$ cat config.mk
export PLATFORM = sky130hd
export DESIGN_NAME = vote_tally_seq
export DESIGN_NICKNAME = d
export VERILOG_FILES = /design/src/rtl/vote_pkg.sv /design/src/rtl/vote_counter.sv /design/src/rtl/vote_tally_seq.sv
export SDC_FILE = /design/constraint.sdc
export NUM_CORES = 1
export LEC_CHECK = 0
export BUFFER_PORTS_ARGS = -buffer_cell sky130_fd_sc_hd__buf_4
export CORE_MARGIN = 2
export CORE_UTILIZATION = 58
export CTS_CLUSTER_SIZE = 40
export DETAILED_ROUTE_END_ITERATION = 7
export PLACE_DENSITY_LB_ADDON = 0.2
export SLEW_MARGIN = 20
export SYNTH_ARGS = -nofsm -noshare
export SYNTH_HDL_FRONTEND = slang
export SYNTH_SLANG_ARGS = --single-unit
$ cat constraint.sdc
create_clock -name clk -period 4 [get_ports clk]
set_input_delay 0.4 -clock clk [delete_from_list [all_inputs] [get_ports clk]]
set_output_delay 0.4 -clock clk [all_outputs]
set_load 0.01 [all_outputs]
$ cat src/rtl/vote_pkg.sv
// vote_pkg: shared state encoding, width helpers and reject-cause codes for the vote tally
package vote_pkg;
   typedef enum logic [1:0] {IDLE = 2'd0, COLLECT = 2'd1, RESULT = 2'd2} state_t;
   localparam int DUP = 0;
   localparam int RANGE = 1;
   function automatic int clog2_min1(input int n);
      return (n <= 2) ? 1 : $clog2(n);
   endfunction
   function automatic int cnt_width(input int n);
      return $clog2(n + 1);
   endfunction
endpackage

$ cat src/rtl/vote_counter.sv
// vote_counter: W-bit up-counter with synchronous clear and enable
module vote_counter #(
   parameter int W = 3
) (
   input  logic         clk,
   input  logic         rst_n,
   input  logic         clr,
   input  logic         en,
   output logic [W-1:0] cnt
);
   // clear wins over increment so a new ballot always starts from zero
   always_ff @(posedge clk)
      if (!rst_n || clr) cnt <= '0;
      else if (en) cnt <= cnt + W'(1);
endmodule

$ cat src/rtl/vote_tally_seq.sv
// vote_tally_seq: sequential ballot with duplicate rejection, close/timeout and ready/valid result
module vote_tally_seq import vote_pkg::*; #(
   parameter int N_VOTERS = 4,
   parameter int TIMEOUT = 64,
   localparam int ID_W = clog2_min1(N_VOTERS),
   localparam int CNT_W = cnt_width(N_VOTERS)
) (
   input  logic             clk,
   input  logic             rst_n,
   input  logic             start,
   input  logic             vote_valid,
   input  logic [ID_W-1:0]  vote_id,
   input  logic             vote_val,
   output logic             vote_ready,
   input  logic             close,
   output logic             busy,
   output logic             result_valid,
   input  logic             result_ready,
   output logic             win,
   output logic             tie,
   output logic [CNT_W-1:0] yes_cnt,
   output logic [CNT_W-1:0] no_cnt,
   output logic             timed_out,
   output logic             vote_err
);
   localparam int TW = clog2_min1(TIMEOUT + 1);
   state_t state, state_nx;
   logic [N_VOTERS-1:0] voted, hit, voted_nx;
   logic [TW-1:0] timer;
   logic open, in_range, accept, reject, full, to_hit, done, clr;
   // next-state, vote acceptance and close conditions
   always_comb begin
      open = state == COLLECT;
      in_range = int'(vote_id) < N_VOTERS;
      accept = open && vote_valid && in_range && !voted[vote_id];
      reject = open && vote_valid && !accept;
      hit = accept ? (N_VOTERS'(1) << vote_id) : '0;
      voted_nx = voted | hit;
      full = &voted_nx;
      to_hit = (TIMEOUT != 0) && (timer == TW'(TIMEOUT - 1));
      done = result_valid && result_ready;
      clr = (state == IDLE) && start;
      state_nx = clr ? COLLECT :
                 (open && (full || close || to_hit)) ? RESULT :
                 done ? IDLE : state;
      busy = state != IDLE;
      vote_ready = open;
   end
   // state register
   always_ff @(posedge clk)
      if (!rst_n) state <= IDLE;
      else state <= state_nx;
   // bitmap, timer, result flags; result_valid lags RESULT entry so win/tie see final counts
   always_ff @(posedge clk)
      if (!rst_n) begin
         voted <= '0;
         timer <= '0;
         timed_out <= 1'b0;
         vote_err <= 1'b0;
         result_valid <= 1'b0;
         win <= 1'b0;
         tie <= 1'b1;
      end else begin
         vote_err <= reject;
         win <= yes_cnt > no_cnt;
         tie <= yes_cnt == no_cnt;
         result_valid <= (state == RESULT) && !done;
         if (clr) begin
            voted <= '0;
            timer <= '0;
            timed_out <= 1'b0;
         end else if (open) begin
            voted <= voted_nx;
            timer <= timer + TW'(state_nx == COLLECT);
            timed_out <= to_hit && !close && !full;
         end
      end
   vote_counter #(.W(CNT_W)) u_yes (
      .clk(clk), .rst_n(rst_n), .clr(clr), .en(accept && vote_val), .cnt(yes_cnt)
   );
   vote_counter #(.W(CNT_W)) u_no (
      .clk(clk), .rst_n(rst_n), .clr(clr), .en(accept && !vote_val), .cnt(no_cnt)
   );
endmodule
# Word-level counts from Yosys, hierarchy flattened

Cells that the tools add are included.
Widths: inputs -> output; s select.

Flip-flop bits (word level): 24
Bits of input ports: 9

Add/sub/neg operators: 3
Magnitude comparators: 2
Eq/ne operators: 5
Shift operators: 1
Mux-type cells: 6
Bitwise logic cells: 2
Reduce and logical (&&, ||, !) cells: 25

Operator list:

| cell                | count |
|---|---|
| $logic_and 1x1->1   | 11 |
| $add 7x1->7         | 1 |
| $eq 7x6->1 const B  | 1 |
| $logic_not 1->1     | 7 |
| $add 3x1->3 const B | 2 |
| $mux 2              | 3 |
| $eq 2x1->1 const B  | 2 |
| $mux 4              | 1 |
| $or 4x4->4          | 1 |
| $reduce_and 4->1    | 1 |
| $shl 1x2->4 const A | 1 |
| $eq 3x3->1          | 1 |
| $gt 3x3->1          | 1 |
| $logic_or 1x1->1    | 3 |
| $lt 2x3->1 const B  | 1 |
| $bmux 1 s2          | 1 |
| $eq 2x2->1 const B  | 1 |
| $logic_not 2->1     | 1 |
| $reduce_bool 2->1   | 1 |
| $reduce_or 2->1     | 1 |
| $mux 1              | 1 |
| $not 1->1           | 1 |

# Logic depth before layout (Yosys ltp)

Word-level depth: 14
Gate-level depth with buffers: 10

# Hierarchy

A second synthesis with hierarchy kept.

Cell total of the unflattened synthesis: 132
Area, all modules: 1216.2 µm²

Modules (own cells, without submodules):

| module         | instances | cells each | area each (µm²) | sequential area each (µm²) |
|---|---|---|---|---|
| vote_tally_seq | 1         | 108        | 960.9           | 360.3 |
| vote_counter   | 2         | 12         | 127.6           | 60.1 |

# Least setup slack after synthesis

No wires, ideal clock.

Path type: in2reg
From: in vote_id[1]
To: reg timer[4]
Arrival time: 2.016 ns
Data required time: 3.872 ns
Slack: 1.856 ns
Stages on the path: 10
Path buffers: 1
Cells stage by stage: clkbuf_1 and3b_2 o21ai_0 a22oi_1 o31ai_1 ha_1 ha_1 nand4_1 xor2_1 nor2_1

Cells in the longest elaborated chain, start to end: 14

RTL lines:

| what                            | line                 | text |
|---|---|---|
| from (decl)                     | vote_tally_seq.sv:12 | `input logic [ID_W-1:0] vote_id,` |
| $bmux 1 s2                      | vote_tally_seq.sv:35 | `accept = open && vote_valid && in_range && !voted[vote_id];` |
| $mux 1 (not written as such)    | vote_tally_seq.sv:35 |  |
| $logic_not 1->1                 | vote_tally_seq.sv:35 |  |
| $logic_and 1x1->1               | vote_tally_seq.sv:35 |  |
| $mux 4 *                        | vote_tally_seq.sv:37 | `hit = accept ? (N_VOTERS'(1) << vote_id) : '0;` |
| $or 4x4->4 *                    | vote_tally_seq.sv:38 | `voted_nx = voted \| hit;` |
| $reduce_and 4->1 *              | vote_tally_seq.sv:39 | `full = &voted_nx;` |
| $logic_or 1x1->1 * (2 in a row) | vote_tally_seq.sv:44 | `(open && (full \|\| close \|\| to_hit)) ? RESULT :` |
| $logic_and 1x1->1 *             | vote_tally_seq.sv:44 |  |
| $mux 2 *                        | vote_tally_seq.sv:44 |  |
| $mux 2 *                        | vote_tally_seq.sv:43 | `state_nx = clr ? COLLECT :` |
| $eq 2x1->1 *                    | vote_tally_seq.sv:74 | `timer <= timer + TW'(state_nx == COLLECT);` |
| $add 7x1->7 *                   | vote_tally_seq.sv:74 |  |
| to (signal assigned)            | vote_tally_seq.sv:74 |  |
| to (decl)                       | vote_tally_seq.sv:29 | `logic [TW-1:0] timer;` |

Mark *: on every way between the ends. The rest lies on a longest branch, timed or not. The select of a mux whose other input is x is not followed.
A chain may end at the register's enable or synchronous reset.

# Final worst setup path

From: reg state[0]
To: reg timer[4]

Cells in the longest elaborated chain, start to end: 13

RTL lines:

| what                           | line                 | text |
|---|---|---|
| from (decl)                    | vote_tally_seq.sv:27 | `state_t state, state_nx;` |
| from (signal assigned)         | vote_tally_seq.sv:52 | `else state <= state_nx;` |
| $eq 2x1->1                     | vote_tally_seq.sv:33 | `open = state == COLLECT;` |
| $logic_and 1x1->1 (2 in a row) | vote_tally_seq.sv:35 |  |
| $mux 4                         | vote_tally_seq.sv:37 |  |
| $or 4x4->4                     | vote_tally_seq.sv:38 |  |
| $reduce_and 4->1               | vote_tally_seq.sv:39 |  |
| $logic_or 1x1->1 (2 in a row)  | vote_tally_seq.sv:44 |  |
| $logic_and 1x1->1              | vote_tally_seq.sv:44 |  |
| $mux 2                         | vote_tally_seq.sv:44 |  |
| $mux 2                         | vote_tally_seq.sv:43 |  |
| $eq 2x1->1                     | vote_tally_seq.sv:74 |  |
| $add 7x1->7                    | vote_tally_seq.sv:74 |  |

Parallel ways exist; a longest one is shown, timed or not.

==> impl_metrics.csv <==
group,metric,value,unit
die,start_util,61.4,%
synth,syn-num-nets,145,
sta,setup_violations,0,
drt,drt_wl_total,2370,um
worst_setup_path,crit_path_end_kind,"flip-flop",
synth,avgSynthCellArea,9.24,um^2
synth,synthDistinctLibCells,37,
clock_tree,cts_buffers,3,
grt,antenna_found_initial,0,
clock_tree,cts_resized,0,
sta,hold_violations,0,
finish,area_growth,15.7,%
die,ioPinCount,22,
synth,ys_seq_elements,24,
sta,fmax,424,MHz
placed_design,gp_congestion,0.781,
worst_setup_path,ff2ff_setup_slack,1640,ps
grt,grt_max_degree,17,
drt,num_vias,973,
pwr,powerDensity,287,nW/um^2
min_path,hold_start,"close",
synth,synth_area_leaders,"dfxtp_1 (40%), ha_1 (7.3%), nor2_1 (6.3%), xor2_1 (3.7%), nand2_1 (3.1%)",
drt,antenna_left,0,
grt,grt_pass1_vias,926,
finish,n_antenna_cell,0,
finish,finalNetCount,166,
clock_tree,cts.clk_slew.worst_paths,120,ps
drt,drc_errors,0,
worst_setup_path,startpoint_type,"flip-flop",
grt,overflow,0,
placed_design,place_hpwl,1760,um
clock_tree,postCtsHoldBufs,0,
worst_setup_path,path_class,"flip-flop to flip-flop",
finish,final_layout_size_suffix_gt1_share,23.6,%
clock_tree,cts_buffer_depth,2,
drt,via_per_inst,5.56,
finish,instances_no_fill,175,
sta,setup_ws,1640,ps
die,die_h,49.3,um
synth,ys_seq_area_share,40.3,%
worst_setup_path,required,4190,ps
die,core_area,1940,um^2
finish,layout_commonest_cell,"dfxtp_1",
sta,rsz0062_at_grt,"no",
min_path,hold_class,"input port to flip-flop",
worst_setup_path,cp_data_arrival_time,2540,ps
synth,netlist_instances,129,
placed_design,post-place-cells,172,
sta,fin_crit_sh,58.9,%
drt,wire_per_inst,13.5,um
synth,ys_warn_count,0,
sta,layout_min_cycle_time,2360,ps
placed_design,numPortBuffers,21,
worst_setup_path,path_max_fanout,8,
outcome,status,"complete, no violations",
flow_run,drv_cap,0,
pwr,vdd_drop_max,0.000198,V
clock_tree,insertion_delay,310,ps
die,die-area,2430,um^2
synth,synth_top_cell_by_area,"dfxtp_1",
sta,finalSetupTns,0,ps
grt,grt_usage,20.9,%
finish,final_cell_mix,"dfxtp_1 (24), buf_4 (21), nor2_1 (20)",
sta,relSlewSlack,61.2,%
worst_setup_path,r2r_start,"state[0]",
sta,skew,4.97,ps
worst_setup_path,critPathLaunch,"state[0]",
clock_tree,cts_tree,"built",
placed_design,place_ws,1680,ps
grt,grt_pass1_wl,3990,um
clock_tree,root_buffer,"clkbuf_4",
die,fp.dieW,49.3,um
clock_tree,h-tree-depth,1,
pwr,total_leakage_power,0.587,nW
drt,drt_pass1_iterations,4,
synth,synth_area,1190,um^2
drt,drt_iter0_drc,20,
synth,synth_top_area_share,40.3,%
finish,nFillCells,157,
sta,finalMaxSlewViolations,0,
die,rows,16,
sta,worst_pin_slew,581,ps
clock_tree,cts.sinks,24,
sta,whs,295,ps
clock_tree,postCtsSetupBuffers,0,
[sequential cells by signal, indices dropped and copies added (netlist names)]
name / cells
u_no.cnt: 3
tie: 1
timed_out: 1
vote_err: 1
voted: 4
result_valid: 1
win: 1
timer: 7
state: 2
u_yes.cnt: 3
[power breakdown]
group / switching [mW] / internal (mW) / leakage, nW
combinational: 0.0252 / 0.0200 / 0.379
clock: 0.0689 / 0.0352 / 0.0138
sequential: 0.00495 / 0.242 / 0.194
[final timing paths]
path               endpoint  depth (start not counted)
setup / recovery   timer[4]                          9
hold / removal    timed_out                          2
setup reg to reg   timer[4]                          9
hold reg to reg   timed_out                          2
[kinds of logic after synthesis]
| family | after synthesis | synth area share, % |
|---|---|---|
| xor+xnor | 9 | 6.61 |
| flops | 24 | 40.3 |
| mux | 3 | 3.57 |
| simple gates | 58 | 28.6 |
| buf+inv | 11 | 4.09 |
| fa+ha+maj | 7 | 7.34 |
| compound gates | 17 | 9.44 |
[cell usage after synthesis]
library cell / count
nor3b_2: 1
and4b_1: 1
nor3_1: 1
a21oi_1: 4
nor2_1: 20
o21ai_0: 4
dfxtp_1: 24
nand2_1: 10
nand3b_4: 1
xor2_1: 5
o221a_2: 1
and3_2: 2
o41ai_1: 1
ha_1: 7
mux4_2: 1
a31oi_1: 1
xnor2_1: 4
and3_1: 1
nor3_2: 2
nand4b_1: 1
o31ai_1: 2
a21boi_0: 1
nor4b_2: 1
inv_1: 6
mux2i_1: 2
nand3b_1: 1
clkbuf_1: 4
buf_6: 1
o21a_1: 1
nand3_1: 4
a22oi_1: 1
and3b_1: 1
a221oi_1: 1
nand4_1: 3
nor3b_1: 3
and3b_2: 2
nor2b_1: 3
[critical path, stage by stage, from the launching register on]
cell	delay (ps)
dfxtp_1	540
and3b_1	270
o21ai_0	120
a22oi_1	360
o31ai_1	130
ha_1	230
ha_1	220
nand4_1	110
xor2_1	180
nor2_1	60
[metal layers]
layer  wire [um]  part of all wire [%]  track usage (%)
met5           0                     0                0
met4          19                  0.80             7.62
met3         149                   6.3             3.99
met2        1120                    47             33.1
met1        1080                    46             28.2
[stage by stage]
| stage | power [mW] | utilization (%) | cell area, um^2 |
|---|---|---|---|
| 5_1_grt | 0.413 | 71.1 | 1380 |
| 3_5_place_dp | 0.298 | 69.9 | 1360 |
| 4_1_cts | 0.398 | 71.1 | 1380 |
| 2_1_floorplan | 0.280 | - | 1190 |
| 6_report | 0.397 | 71.1 | 1380 |
| 3_3_place_gp | 0.296 | 69.9 | 1360 |
[final cells by class]
type	instances	area [um^2]	share of cell area, %
inverter	6	22.5	1.63
tap	27	33.8	2.45
sequential	24	480	34.8
multi-input combinational	94	663	48.1
timing repair buffer	21	158	11.4
clock buffer	3	22.5	1.63
No activity file was read; power rests on OpenSTA's default activity.
